### src/rtl/fib_pkg.sv
// Shared types and helpers for the recursive-sequence stack engine.
package fib_pkg;

  typedef enum logic [1:0] {
    IDLE = 2'd0,
    RUN  = 2'd1,
    DONE = 2'd2
  } state_e;

  typedef enum logic [1:0] {
    OP_NONE  = 2'd0,
    OP_LOAD  = 2'd1,
    OP_POP   = 2'd2,
    OP_SPLIT = 2'd3
  } lifo_op_e;

  localparam int DATA_W_DEFAULT = 16;
  localparam logic [DATA_W_DEFAULT-1:0] SAT_MAX = {DATA_W_DEFAULT{1'b1}};

  // Deepest stack occupancy reached while expanding the tree for argument n.
  function automatic int unsigned peak_depth(input int unsigned n);
    return (n / 32'd2) + 32'd1;
  endfunction

  function automatic logic needs_overflow(input int unsigned n, input int unsigned depth);
    return (peak_depth(n) > depth);
  endfunction

endpackage

### src/rtl/fib_lifo.sv
// Node stack for the tree traversal: load, pop and replace-top-and-push, one per cycle.
module fib_lifo
  import fib_pkg::*;
#(
  parameter int N_W         = 5,
  parameter int STACK_DEPTH = 16,
  parameter int SP_W        = $clog2(STACK_DEPTH + 1)
) (
  input  logic            clk,
  input  logic            rst,
  input  lifo_op_e        op,
  input  logic [N_W-1:0]  load_val,
  input  logic [N_W-1:0]  top_new,
  input  logic [N_W-1:0]  push_val,
  output logic [N_W-1:0]  top,
  output logic [SP_W-1:0] sp,
  output logic            full,
  output logic            empty
);

  localparam int IDX_W = (STACK_DEPTH > 1) ? $clog2(STACK_DEPTH) : 1;

  logic [N_W-1:0]   mem_q [STACK_DEPTH];
  logic [SP_W-1:0]  sp_q;
  logic [SP_W-1:0]  sp_d;
  logic [SP_W-1:0]  sp_m1_s;
  logic [IDX_W-1:0] top_idx_s;
  logic [IDX_W-1:0] push_idx_s;

  assign sp_m1_s    = sp_q - SP_W'(1);
  assign top_idx_s  = sp_m1_s[IDX_W-1:0];
  assign push_idx_s = sp_q[IDX_W-1:0];
  assign full       = (sp_q == SP_W'(STACK_DEPTH));
  assign empty      = (sp_q == {SP_W{1'b0}});
  assign sp         = sp_q;
  assign top        = empty ? {N_W{1'b0}} : mem_q[top_idx_s];

  // Stack pointer next value; illegal ops on full/empty leave it untouched.
  always_comb begin
    sp_d = sp_q;
    case (op)
      OP_LOAD: sp_d = SP_W'(1);
      OP_POP: begin
        if (!empty) begin
          sp_d = sp_m1_s;
        end else begin
          sp_d = sp_q;
        end
      end
      OP_SPLIT: begin
        if (!full && !empty) begin
          sp_d = sp_q + SP_W'(1);
        end else begin
          sp_d = sp_q;
        end
      end
      default: sp_d = sp_q;
    endcase
  end

  // Stack pointer register.
  always_ff @(posedge clk) begin
    if (rst) begin
      sp_q <= {SP_W{1'b0}};
    end else begin
      sp_q <= sp_d;
    end
  end

  // Entry storage; a split on a full stack writes nothing so contents survive an abort.
  always_ff @(posedge clk) begin
    case (op)
      OP_LOAD: mem_q[0] <= load_val;
      OP_SPLIT: begin
        if (!full && !empty) begin
          mem_q[top_idx_s]  <= top_new;
          mem_q[push_idx_s] <= push_val;
        end
      end
      default: ;
    endcase
  end

endmodule

### src/rtl/fib_stack_engine.sv
// Recursive-sequence engine: walks the f(n)=f(n-1)+f(n-2) call tree on a LIFO,
// summing base values at the leaves with a saturating accumulator.
module fib_stack_engine
  import fib_pkg::*;
#(
  parameter int N_W         = 5,
  parameter int DATA_W      = 16,
  parameter int STACK_DEPTH = 16
) (
  input  logic              clk,
  input  logic              rst,
  input  logic              start,
  input  logic [N_W-1:0]    n,
  input  logic [DATA_W-1:0] base0,
  input  logic [DATA_W-1:0] base1,
  output logic              busy,
  output logic              done,
  output logic [DATA_W-1:0] result,
  output logic              ovf,
  output logic              err
);

  localparam int SP_W = $clog2(STACK_DEPTH + 1);
  localparam logic [DATA_W-1:0] ACC_MAX = {DATA_W{1'b1}};

  state_e            state_q, state_d;
  logic [DATA_W-1:0] acc_q, acc_d;
  logic [DATA_W-1:0] base0_q, base0_d;
  logic [DATA_W-1:0] base1_q, base1_d;
  logic [DATA_W-1:0] result_q, result_d;
  logic              ovf_q, ovf_d;
  logic              err_q, err_d;
  logic              busy_q, busy_d;
  logic              done_q, done_d;

  lifo_op_e          op_s;
  logic [N_W-1:0]    top_s;
  logic [SP_W-1:0]   sp_s;
  logic              full_s;
  logic              empty_s;
  logic              is_leaf_s;
  logic [DATA_W-1:0] leaf_val_s;
  logic [DATA_W:0]   sum_s;

  fib_lifo #(
    .N_W        (N_W),
    .STACK_DEPTH(STACK_DEPTH),
    .SP_W       (SP_W)
  ) u_lifo (
    .clk     (clk),
    .rst     (rst),
    .op      (op_s),
    .load_val(n),
    .top_new (top_s - N_W'(1)),
    .push_val(top_s - N_W'(2)),
    .top     (top_s),
    .sp      (sp_s),
    .full    (full_s),
    .empty   (empty_s)
  );

  assign is_leaf_s  = (top_s[N_W-1:1] == {(N_W-1){1'b0}});
  assign leaf_val_s = top_s[0] ? base1_q : base0_q;
  assign sum_s      = {1'b0, acc_q} + {1'b0, leaf_val_s};

  // Next-state, accumulator and stack-operation decode.
  always_comb begin
    state_d  = state_q;
    acc_d    = acc_q;
    base0_d  = base0_q;
    base1_d  = base1_q;
    result_d = result_q;
    ovf_d    = ovf_q;
    err_d    = err_q;
    op_s     = OP_NONE;
    case (state_q)
      IDLE: begin
        if (start) begin
          state_d = RUN;
          op_s    = OP_LOAD;
          acc_d   = {DATA_W{1'b0}};
          ovf_d   = 1'b0;
          err_d   = 1'b0;
          base0_d = base0;
          base1_d = base1;
        end else begin
          state_d = IDLE;
        end
      end
      RUN: begin
        if (empty_s) begin
          state_d  = DONE;
          result_d = acc_q;
        end else if (is_leaf_s) begin
          op_s  = OP_POP;
          acc_d = sum_s[DATA_W] ? ACC_MAX : sum_s[DATA_W-1:0];
          ovf_d = ovf_q | sum_s[DATA_W];
          if (sp_s == SP_W'(1)) begin
            state_d  = DONE;
            result_d = acc_d;
          end else begin
            state_d = RUN;
          end
        end else if (!full_s) begin
          op_s    = OP_SPLIT;
          state_d = RUN;
        end else begin
          // Expansion would need one more entry than exists: abort with the partial sum.
          err_d    = 1'b1;
          result_d = acc_q;
          state_d  = DONE;
        end
      end
      DONE: state_d = IDLE;
      default: state_d = IDLE;
    endcase
    busy_d = (state_d != IDLE);
    done_d = (state_d == DONE);
  end

  // State and output registers.
  always_ff @(posedge clk) begin
    if (rst) begin
      state_q  <= IDLE;
      acc_q    <= {DATA_W{1'b0}};
      base0_q  <= {DATA_W{1'b0}};
      base1_q  <= {DATA_W{1'b0}};
      result_q <= {DATA_W{1'b0}};
      ovf_q    <= 1'b0;
      err_q    <= 1'b0;
      busy_q   <= 1'b0;
      done_q   <= 1'b0;
    end else begin
      state_q  <= state_d;
      acc_q    <= acc_d;
      base0_q  <= base0_d;
      base1_q  <= base1_d;
      result_q <= result_d;
      ovf_q    <= ovf_d;
      err_q    <= err_d;
      busy_q   <= busy_d;
      done_q   <= done_d;
    end
  end

  assign busy   = busy_q;
  assign done   = done_q;
  assign result = result_q;
  assign ovf    = ovf_q;
  assign err    = err_q;

endmodule

### config.mk
export PLATFORM = sky130hd
export DESIGN_NAME = fib_stack_engine
export DESIGN_NICKNAME = d
export VERILOG_FILES = /design/src/rtl/fib_pkg.sv /design/src/rtl/fib_lifo.sv /design/src/rtl/fib_stack_engine.sv
export SDC_FILE = /design/constraint.sdc
export NUM_CORES = 1
export LEC_CHECK = 0
export CAP_MARGIN = 30
export CORE_ASPECT_RATIO = 2
export CORE_MARGIN = 10
export CORE_UTILIZATION = 39
export DETAILED_ROUTE_END_ITERATION = 10
export PLACE_DENSITY = 0.68
export SLEW_MARGIN = 20
export SYNTH_ARGS = -nofsm -noshare
export SYNTH_HDL_FRONTEND = slang
export SYNTH_HIERARCHICAL = 1
export SYNTH_SLANG_ARGS = --single-unit
### constraint.sdc
create_clock -name clk -period 5.2 [get_ports clk]
set_input_delay 1.04 -clock clk [delete_from_list [all_inputs] [get_ports clk]]
set_output_delay 1.04 -clock clk [all_outputs]
set_load 0.03 [all_outputs]
After elaboration in Yosys (flattened, before gate mapping)
Memories as Yosys holds them, arrays and structs flattened.
Cells that the tools add are included.
{"block": "op_classes", "add_sub_neg": 5, "shifts": 0, "magnitude_cmp": 0, "multipliers": 0, "bitwise": 1, "n_mux": 40, "div_mod_pow": 0, "n_eq_ne": 15, "reduce_logical": 16}
{"operator": "$mux W16", "count": 9}
{"operator": "$pmux W16 S2", "count": 1}
{"operator": "$mux W5", "count": 4}
{"operator": "$add A16 B16 Y17", "count": 1}
{"operator": "$pmux W5 S3", "count": 1}
{"operator": "$mux W2", "count": 7}
{"operator": "$mux W1", "count": 13}
{"operator": "$ne A2 B2 Y1 const B", "count": 6}
{"operator": "$sub A5 B1 Y5 const B", "count": 2}
{"operator": "$pmux W2 S2", "count": 2}
{"operator": "$eq A2 B2 Y1 const B", "count": 3}
{"operator": "$reduce_and A3 Y1", "count": 2}
{"operator": "$reduce_bool A3 Y1", "count": 2}
{"operator": "$add A5 B1 Y5 const B", "count": 1}
{"operator": "$eq A5 B1 Y1 const B", "count": 1}
{"operator": "$eq A5 B5 Y1 const B", "count": 1}
{"operator": "$logic_not A5 Y1", "count": 1}
{"operator": "$reduce_and A5 Y1", "count": 1}
{"operator": "$reduce_or A5 Y1", "count": 1}
{"operator": "$sub A5 B2 Y5 const B", "count": 1}
{"operator": "$eq A2 B1 Y1 const B", "count": 2}
{"operator": "$logic_not A4 Y1", "count": 1}
{"operator": "$mux W4", "count": 1}
{"operator": "$pmux W1 S2", "count": 2}
{"operator": "other kinds (9)", "count": 11}
{"block": "totals", "input_bits": 40, "ram_bits": 80, "ff_bits": 75, "n_memories": 1, "out_inout_bits": 20, "latchBits": 0, "mem_bits_ro": 0}
{"name": "u_lifo.mem_q", "words": 16, "width": 5, "rd": 1, "rd_clocked_by_memory_dff": 0, "wr": 2, "line": "fib_lifo.sv:23", "text": "logic [N_W-1:0] mem_q [STACK_DEPTH];"}

Logic depth before layout (Yosys ltp)
Gate-level depths: netlist (run 1).
An unclocked memory read counts as a cell.
{"block": "depth", "word_depth": 12, "ltp_mapped": 21, "depth_no_buf": 16}

Modules after synthesis
Netlist (run 1), hierarchy kept.
{"module": "fib_lifo", "cells_each": 424, "area_per_inst_um2": 4749.6, "n_inst": 1}
{"module": "fib_stack_engine", "cells_each": 389, "area_per_inst_um2": 3613.5, "n_inst": 1}

Worst setup path before layout (run 1)
No wires, ideal clock.
{"block": "synth_path", "path_kind": "register to register", "start": "register u_lifo.sp_q[0], in the netlist u_lifo/sp[0]", "end": "memory u_lifo.mem_q[1][0], enable pin", "path_stages_with_launch": 20, "path_buffers": 6, "setup_time_ns": 0.374, "arrival_ns": 4.974, "t_required_ns": 4.826, "synth_period_minus_slack_ns": 5.348, "setup_slack_ns": -0.148, "path_cell_list": "dfxtp_1 -> buf_4 -> buf_2 -> inv_1 -> ha_1 -> clkbuf_1 -> clkbuf_1 -> mux4_2 -> mux2_2 -> o2bb2ai_1 -> inv_1 -> ha_1 -> or3b_4 -> a21oi_4 -> and3_1 -> ha_1 -> buf_2 -> clkbuf_1 -> nand4_1 -> o21ai_0"}
{"element": "from (decl)", "line": "fib_lifo.sv:24", "text": "logic [SP_W-1:0] sp_q;"}
{"element": "from (signal assigned)", "line": "fib_lifo.sv:64", "text": "sp_q <= {SP_W{1'b0}};"}
{"element": "from (signal assigned)", "line": "fib_lifo.sv:66", "text": "sp_q <= sp_d;"}
{"element": "to (decl)", "line": "fib_lifo.sv:23"}

==> run metrics, run 1 <==
run status=finished, final reports clean; EDFF count, synth=80; layout cells sized above 1=18.2%; CTS Root Cell=clkbuf_16; synthesis-to-layout area growth=19.9%; Ports=60; R2R depth=16; Net Count, Synth=881; Final min period=4.87 ns; RSZ-0062 raised after global routing=yes; Leak=0.00366 uW; global-route wire length before repair=38,100 um; CTS Buffer Depth=2; reg2reg end=u_lifo/mem_q[7][4]; fillers=1,965; non-filler cells, final=1,169; initial antenna violation count=0; number of cell rows=75; Worst Min Path Start=base1_q[4]; clock sinks=155; Crit. End Element=flip-flop; drt wl/cell=21.2 um; endpoints failing setup=0; register bit total from synthesis=155; hold path depth=1; Reg power frac=26.4%; initial core utilization=39.8%; die area=0.0281 mm2; maximum number of pins on one net before global-route repair=34; top_reg_cell synth=edfxtp_1; Detailed Route Iter0 Violations=326; fin area=0.0100 mm2; number of H-tree levels=4; Die Width=124 um; WHS=0.470 ns; sw frac=43.8%; combinational share of power=50.9%; R2R Path Start=u_lifo/sp[1]; placed cells=1,137; placed cell area=0.00942 mm2; Vias=6,632; Synth Area per Inst=10.3 um2; Final TNS setup=0 ns; WS Path Type=reg -> reg; Synth Instances=813; synth unique cells=70; Buf/Inv on CP=5; worst reg2reg setup slack=0.33 ns; Post-CTS Setup Repair Bufs=0; cells along the critical path=inv_1 > ha_1 > buf_4 > buf_4 > mux4_2 > mux2i_1 > o2bb2ai_1 > inv_1 > ha_1 > nor3b_2 > or4_1 > a21oi_1 > ha_1 > buf_4 > nand4_1 > o21ai_1; later-pin clock latency in the skew report=0.43 ns; Post-synth ARST share=0%; Clock Power Share=22.7%; vias in the first global route=6,855; CP arrival=4.95 ns; fin. max-slew vios=0; DRT antenna net count=0; post-DP HPWL=19,100 um; maximum VDD drop=0.000344 V; drt drc=0; Worst Hold Class=reg -> reg; worst hold endpoint=base1_q[4]; Synth warnings=6; worst slew pin tran=0.729 ns; post-layout power=5540 uW; Worst-path clk slew=0.07 ns; Buffers on Ports=59; sequential area share after synthesis=46.7%; Core ar.=0.0210 mm2; Die Height=227 um; Slew HR=51.4%; CTS Hold Bufs=0; final hold viol count=0; Peak Freq=205 MHz; router iterations before antenna repair=7; Antenna Cells=0; Final GP Congestion=0.927; CP delay by family, top=adder cells; sw power=2430 uW; Power Dens Cells=553 mW/mm2; Num CTS Buffers=17; Power Internal=3110 uW; final wirelength=24,800 um; Slowest Stage Delay on Critical Path=0.49 ns; Period Utilization, post-route=93.7%; TritonCTS clock tree=done; Vias/cell=5.67; grt ovf=0; # nets final=955; Synth Cell Area=0.00836 mm2; CP Launch Type=flip-flop; CP max FO=27; slowest CP cell=dfxtp_1; Layout Skew=0.0112 ns; gr usage total=18.2%; worst endpoint required time=5.28 ns; Resized Gates After CTS=0; Max Cap Viol=0
## sequential cells by signal (all words and copies together), names as in the netlist
| name | count |
|---|---|
| done | 1 |
| ovf | 1 |
| acc_q | 16 |
| base0_q | 16 |
| base1_q | 16 |
| busy | 1 |
| state_q | 2 |
| err | 1 |
| u_lifo/mem_q | 80 |
| u_lifo/sp | 5 |
| result | 16 |
## routing by layer
| metal | vias up | share of wire (%) | GRT usage (%) |
|---|---|---|---|
| li1 | 3187 | - | - |
| met1 | 3144 | 32 | 15.7 |
| met2 | 220 | 57 | 34.6 |
| met3 | 81 | 3.3 | 2.98 |
| met4 | 0 | 8.3 | 15.1 |
| met5 | - | 0 | 0 |
## cells in the mapped netlist, types with 3 or more instances
master / number / area (um2)
a22oi_1: 9 / 67.6
a21oi_1: 95 / 475
mux2_2: 21 / 236
xnor2_1: 11 / 96.3
a31oi_1: 5 / 31.3
mux2i_1: 8 / 80.1
or3_1: 5 / 31.3
buf_2: 10 / 50.1
a21oi_2: 11 / 96.3
a22o_1: 34 / 298
nor2b_1: 4 / 25.0
o2bb2ai_1: 8 / 70.1
o211ai_1: 3 / 22.5
nand4_1: 8 / 50.1
o21ai_0: 35 / 175
mux4_2: 20 / 450
a221oi_2: 5 / 75.1
mux2i_2: 5 / 68.8
o22ai_1: 3 / 18.8
a21o_1: 4 / 30.0
nand2_1: 46 / 173
dfxtp_1: 75 / 1500
ha_1: 27 / 338
clkbuf_1: 38 / 143
o21ai_1: 18 / 90.1
nor3_1: 11 / 55.1
nand2b_1: 7 / 43.8
nand3_1: 20 / 100
xor2_1: 9 / 78.8
buf_6: 6 / 67.6
nor2_1: 101 / 379
inv_1: 23 / 86.3
and3_1: 4 / 25.0
edfxtp_1: 80 / 2400
## area by class of cell
cell class	count	area, um2	area share (%)
Clock buffer	18	450	4.49
Clock inverter	14	150	1.50
Inverter	23	86.3	0.861
Multi-Input combinational cell	579	4120	41.0
Sequential cell	155	3900	38.9
Tap cell	269	337	3.36
Timing Repair Buffer	111	985	9.82
## power groups by stage
stage / logic (uW) / registers [uW] / clock network, uW
CTS: 2810 / 1460 / 1290
global route: 2990 / 1470 / 1330
global placement: 2760 / 1490 / 0
floorplan: 1760 / 1500 / 0
finish: 2820 / 1460 / 1260
detailed placement: 2790 / 1490 / 0
## worst register-to-register path: stages, from the launching register on
cell and delay (ns):
dfxtp_1 0.49, inv_1 0.13, ha_1 0.47, buf_4 0.24, buf_4 0.14, mux4_2 0.20
mux2i_1 0.08, o2bb2ai_1 0.20, inv_1 0.09, ha_1 0.22, nor3b_2 0.18, or4_1 0.41
a21oi_1 0.26, ha_1 0.31, buf_4 0.32, nand4_1 0.31, o21ai_1 0.48
## cells in the final DEF (no fill, tap or decap), types with 23 or more instances in the layout
cell type and count:
nor2_1 100, a21oi_1 95, edfxtp_1 80, dfxtp_1 75, clkdlybuf4s50_1 59, buf_4 51
nand2_1 46, a22o_1 34, o21ai_0 27, ha_1 27, o21ai_1 26, inv_1 23
## logic make-up after synthesis
family,after synthesis,share of synthesized area (%)
AO/OA/AOI/OAI,255,20.4
XOR/XNOR,20,2.09
adder cells (fa/ha/maj),28,4.28
buffers and inverters,79,4.28
flip-flops,155,46.7
multiplexers,54,9.99
AND/OR/NAND/NOR,222,12.3
## stage by stage
step / setup WS, ns / util, %
final: 0.325 / 47.7
after global routing: -0.0331 / 47.7
after CTS: 0.270 / 47.7
after detailed placement: 0.279 / 44.8
after global placement: 0.345 / 44.8
after floorplan: 0.000734 / -
## worst max-delay path by stage
stage,from,endpoint,slack (ns),cells after the start
finish,u_lifo/sp[1],u_lifo/mem_q[7][4],0.33,16
floorplan,u_lifo/sp[0],u_lifo/mem_q[10][0],0.0007,19
global placement,u_lifo/sp[1],result[9],0.34,15
global route,u_lifo/sp[1],u_lifo/mem_q[7][1],-0.03,16
CTS,u_lifo/sp[1],result[9],0.27,15
detailed placement,u_lifo/sp[1],result[9],0.28,15
Note: power is estimated with default switching activity, not from simulation.
==> inputs of run 2 (changes only) <==
--- a/config.mk
+++ b/config.mk
@@ -9,6 +9,8 @@
 export CORE_ASPECT_RATIO = 2
 export CORE_MARGIN = 10
 export CORE_UTILIZATION = 39
+export CTS_CLUSTER_DIAMETER = 40
+export CTS_CLUSTER_SIZE = 40
 export DETAILED_ROUTE_END_ITERATION = 10
 export PLACE_DENSITY = 0.68
 export SLEW_MARGIN = 20
==> results of run 2 <==
No change in the layout: final DEF, timing and power equal those of run 1.
==> inputs of run 3 (changes only) <==
--- a/config.mk
+++ b/config.mk
@@ -10,7 +10,6 @@
 export CORE_MARGIN = 10
 export CORE_UTILIZATION = 39
 export CTS_CLUSTER_DIAMETER = 40
-export CTS_CLUSTER_SIZE = 40
 export DETAILED_ROUTE_END_ITERATION = 10
 export PLACE_DENSITY = 0.68
 export SLEW_MARGIN = 20
==> results of run 3 <==
No change in the layout: final DEF, timing and power equal those of run 1.
